[config.mk]
export PLATFORM = sky130hd
export DESIGN_NAME = unidade_controle_jogadas
export DESIGN_NICKNAME = d
export VERILOG_FILES = /design/src/rtl/unidade_controle_jogadas.sv
export SDC_FILE = /design/constraint.sdc
export NUM_CORES = 1
export LEC_CHECK = 0
export ABC_AREA = 1
export CORE_AREA = 2 2 39 41
export DETAILED_ROUTE_END_ITERATION = 7
export DIE_AREA = 0 0 41 43
export PLACE_DENSITY = 0.69
export SLEW_MARGIN = 10
export SYNTH_ARGS = -nofsm -noshare
export SYNTH_HDL_FRONTEND = slang
export SYNTH_SLANG_ARGS = --single-unit
[constraint.sdc]
create_clock -name clock -period 2.7 [get_ports clock]
set_clock_uncertainty 0.05 [all_clocks]
set_input_delay 0.675 -clock clock [delete_from_list [all_inputs] [get_ports clock]]
set_output_delay 0.675 -clock clock [all_outputs]
set_load 0.02 [all_outputs]
[src/rtl/unidade_controle_jogadas.sv]
// Moore control unit for the multi-round memory game: sequences the play register, address
// counter and limit counter of the datapath and reports the game outcome.
module unidade_controle_jogadas #(
    parameter bit TIMEOUT_EN = 1'b1
) (
    input  logic       clock,
    input  logic       reset,
    input  logic       iniciar,
    input  logic       jogada_feita,
    input  logic       chavesIgualMemoria,
    input  logic       enderecoIgualLimite,
    input  logic       fimL,
    input  logic       timeout,
    output logic       zeraR,
    output logic       registraR,
    output logic       zeraE,
    output logic       contaE,
    output logic       zeraL,
    output logic       contaL,
    output logic       pronto,
    output logic       acertou,
    output logic       errou,
    output logic       timeout_fim,
    output logic [3:0] db_estado
);

    typedef enum logic [3:0] {
        StInicial       = 4'h0,
        StPreparacao    = 4'h1,
        StIniciaSeq     = 4'h2,
        StEspera        = 4'h3,
        StRegistra      = 4'h4,
        StCompara       = 4'h5,
        StProximo       = 4'h6,
        StFimSeq        = 4'h7,
        StProximaRodada = 4'h8,
        StFimAcerto     = 4'hA,
        StFimTimeout    = 4'hD,
        StFimErro       = 4'hE
    } state_e;

    state_e state_q, state_d;

    always_ff @(posedge clock or negedge reset) begin
        if (!reset) begin
            state_q <= StInicial;
        end else begin
            state_q <= state_d;
        end
    end

    always_comb begin
        state_d = state_q;
        unique case (state_q)
            StInicial:       if (iniciar) state_d = StPreparacao;
            StPreparacao:    state_d = StIniciaSeq;
            StIniciaSeq:     state_d = StEspera;
            StEspera: begin
                // A play arriving together with the timeout still counts.
                if (jogada_feita) begin
                    state_d = StRegistra;
                end else if (timeout && TIMEOUT_EN) begin
                    state_d = StFimTimeout;
                end
            end
            StRegistra:      state_d = StCompara;
            StCompara: begin
                if (!chavesIgualMemoria) begin
                    state_d = StFimErro;
                end else if (enderecoIgualLimite) begin
                    state_d = StFimSeq;
                end else begin
                    state_d = StProximo;
                end
            end
            StProximo:       state_d = StEspera;
            StFimSeq:        state_d = fimL ? StFimAcerto : StProximaRodada;
            StProximaRodada: state_d = StIniciaSeq;
            StFimAcerto, StFimErro, StFimTimeout: begin
                if (iniciar) state_d = StPreparacao;
            end
            default:         state_d = StInicial;
        endcase
    end

    always_comb begin
        zeraR       = 1'b0;
        registraR   = 1'b0;
        zeraE       = 1'b0;
        contaE      = 1'b0;
        zeraL       = 1'b0;
        contaL      = 1'b0;
        pronto      = 1'b0;
        acertou     = 1'b0;
        errou       = 1'b0;
        timeout_fim = 1'b0;
        db_estado   = state_q;
        case (state_q)
            StPreparacao: begin
                zeraR = 1'b1;
                zeraE = 1'b1;
                zeraL = 1'b1;
            end
            StIniciaSeq:     zeraE = 1'b1;
            StRegistra:      registraR = 1'b1;
            StProximo:       contaE = 1'b1;
            StProximaRodada: contaL = 1'b1;
            StFimAcerto: begin
                pronto  = 1'b1;
                acertou = 1'b1;
            end
            StFimErro: begin
                pronto = 1'b1;
                errou  = 1'b1;
            end
            StFimTimeout: begin
                pronto      = 1'b1;
                errou       = 1'b1;
                timeout_fim = 1'b1;
            end
            default: ;
        endcase
    end

endmodule

==> results of run 1 <==
## cell type report
| type | instances | share of cell area [%] |
|---|---|---|
| Sequential cell | 4 | 14.44 |
| Inverter | 15 | 8.123 |
| Multi-Input combinational cell | 52 | 40.97 |
| Clock buffer | 3 | 3.249 |
| Timing Repair Buffer | 21 | 30.32 |
| Tap cell | 16 | 2.888 |
## per-stage QoR
stage	utilization, %	instance area [µm²]	total power, mW	hold slack [ns]	worst slack [ns]
global route	50.09	693.2	0.9272	0.5887	0.04746
floorplan	-	447.9	0.5617	0.3294	0.6056
global placement	48.46	670.6	0.7693	0.5176	0.4812
detailed placement	48.46	670.6	0.7763	0.5398	0.4451
CTS	50.09	693.2	0.8531	0.5488	0.1938
finish	50.09	693.2	0.8444	0.5462	0.1983
## cells in the final DEF (no fill, tap or decap)
cell / count
a21oi_1: 2
and3_1: 2
clkbuf_4: 3
clkdlybuf4s50_1: 21
dfrtp_1: 4
inv_1: 10
inv_2: 5
nand2_1: 19
nand2_2: 4
nand2_4: 2
nand3_1: 4
nand3_4: 1
nand3b_4: 1
nor2_1: 10
nor2_2: 3
nor2_4: 1
nor3_1: 1
o22ai_1: 2
## power by group through the flow
stage | Sequential (mW) | Clock (mW) | Combinational (mW)
floorplan | 0.173 | 0 | 0.389
global placement | 0.142 | 0 | 0.627
detailed placement | 0.147 | 0 | 0.630
CTS | 0.146 | 0.0757 | 0.632
global route | 0.152 | 0.0823 | 0.693
finish | 0.147 | 0.0712 | 0.626
## worst max-delay path, stage by stage (launching register included)
cell and delay [ns]:
dfrtp_1 0.46, nor2_2 0.20, inv_1 0.09, nor2_1 0.16, clkdlybuf4s50_1 0.63
## cells by family (layout without fill, tap and decap cells)
logic type,count (synthesis),in the layout,share of synthesized area [%]
and+or+nand+nor,48,48,58.38
DFF,4,4,22.35
AOI/OAI and AO/OA,4,4,5.028
buffers and inverters,16,39,14.25
## routing by layer
metal / vias to the layer above / GRT usage [%]
li1: 264 / -
met1: 228 / 14.61
met2: 16 / 25.94
met3: 2 / 1.571
met4: 0 / 10.00
met5: - / 0
## final timing paths
check	endpoint	slack, ns	depth (start not counted)
worst max-delay path	zeraR	0.20	4
worst min-delay path	db_estado[2]	0.55	2
worst max register to register	db_estado[0]	1.35	9
worst min register to register	db_estado[2]	0.55	2
max in group asynchronous	db_estado[0]	1.85	1
min in group asynchronous	db_estado[2]	0.59	1
## synth_stat cells (2+ instances only)
cell type | n | area [µm²]
inv_2 | 5 | 18.77
inv_1 | 10 | 37.54
nand3_1 | 4 | 20.02
nand2_4 | 2 | 22.52
and3_1 | 2 | 12.51
a21oi_1 | 2 | 10.01
dfrtp_1 | 4 | 100.1
nand2_1 | 19 | 71.32
nor2_1 | 10 | 37.54
nand2_2 | 4 | 25.02
nor2_2 | 3 | 18.77
o22ai_1 | 2 | 12.51
==> flow_metrics.py, run 1 <==
metrics = {
    "routing": {
        "dr_wl_met2_um": 597,
        "wl_per_cell_um": 9.937,
        "route.detailed.drc": 0,
        "postRouteAntennaNets": 0,
        "vias": 510,
        "drt_iter0_drc": 9,
        "vias_per_cell": 4.595,
        "wl_met1_um": 444,
        "route.met3.wl_um": 45,
        "dr.pass1.iters": 4,
        "top_layer": "met4",
        "wirelength_mm": 1.103,
    },
    "synth": {
        "yosys_most_used_dff": "dfrtp_1",
        "yosysSeqAreaShare_pct": 22.35,
        "synth_edf_count": 0,
        "postSynthCellCount": 72,
        "synth_fp_nets": 80,
        "ys_async_sr_fraction_pct": 100.0,
        "syn-mean-instance-area_um2": 6.221,
        "syn_area_um2": 447.9,
        "synth_cell_types": 17,
        "ys_ff_latch": 4,
        "yosysWarnings": 0,
    },
    "clock_tree": {
        "htree_levels": 1,
        "clock_path_buffers": 2,
        "hold_buffers": 0,
        "insertion_delay_ns": 0.23,
        "postCtsResizedCells": 0,
        "cts_root_buf": "clkbuf_4",
        "cts_tree": "yes",
        "clkTransAtPathRegs_ns": 0.04,
        "cts_buffers": 3,
        "cts_num_sinks": 4,
        "cts_setup_buffers": 0,
    },
    "place": {
        "hpwl_um": 947.9,
        "place_inst": 108,
        "io_buffer_count": 21,
        "place.gp.congestion": 0.7565,
    },
    "power": {
        "share_seq_of_total_power_pct": 17.4,
        "p_switching_mw": 0.4427,
        "p_comb_share_pct": 74.2,
        "power.density_mw_per_mm2": 1218,
        "ir_drop_v": 0.0006538,
        "leakage_nw": 0.3763,
        "p_int_mw": 0.4017,
        "clock_power_share_pct": 8.4,
        "switching_share_pct": 52.42,
    },
    "grt": {
        "grt_pass1_wl_mm": 1.697,
        "antenna_found_initial": 0,
        "grt_pass1_vias": 445,
        "groute.usage.overall_pct": 14.70,
        "grt_max_degree": 9,
        "overflow": 0,
    },
    "setup_path": {
        "cp-end-kind": "output port",
        "r2r_start": "db_estado[0]",
        "crit_path_start": "db_estado[3]",
        "cp.required_ns": 1.98,
        "worstPathMaxFanout": 8,
        "crit_arrival_ns": 1.78,
        "start_kind": "register",
        "path_class": "register to output port",
    },
    "hold_path": {
        "hp-start": "db_estado[2]",
        "hp-class": "register to register",
    },
    "timing": {
        "setup_viol": 0,
        "post-route-period-util_pct": 92.66,
        "timing.slew.headroom_pct": 82.14,
        "hold_viol": 0,
        "max_freq_mhz": 399.7,
        "rsz0062_at_grt": "false",
        "period_needed_ns": 2.502,
        "setup_tns_ns": 0,
        "maxSlewViolCount": 0,
        "worst_pin_slew_ns": 0.2678,
    },
    "floorplan": {
        "fp.coreArea_mm2": 0.001384,
        "rows": 14,
        "io-pin-count": 22,
        "die_height_um": 43,
        "die-area_mm2": 0.001763,
        "start_util_pct": 32.37,
        "die_w_um": 41,
    },
    "finish": {
        "nets": 105,
        "largest_register_ffs": 4,
        "multi_input_area_um2": 284.0,
        "area_growth_pct": 54.75,
        "fillers": 147,
        "antenna_cells": 0,
        "final_cells": 111,
        "drive_gt1_share_pct": 21.05,
        "ff_latch_area_um2": 100.1,
    },
    "flow_run": {
        "maxCapViolCount": 0,
    },
    "run_status": {
        "status": "complete, no violations",
    },
}
(Power assumes the default switching activity.)
==> inputs of run 2 (changes only) <==
--- a/config.mk
+++ b/config.mk
@@ -10,7 +10,6 @@
 export DETAILED_ROUTE_END_ITERATION = 7
 export DIE_AREA = 0 0 41 43
 export PLACE_DENSITY = 0.69
-export SLEW_MARGIN = 10
 export SYNTH_ARGS = -nofsm -noshare
 export SYNTH_HDL_FRONTEND = slang
 export SYNTH_SLANG_ARGS = --single-unit
==> results of run 2 <==
No change in the layout: final DEF, timing and power equal those of run 1.
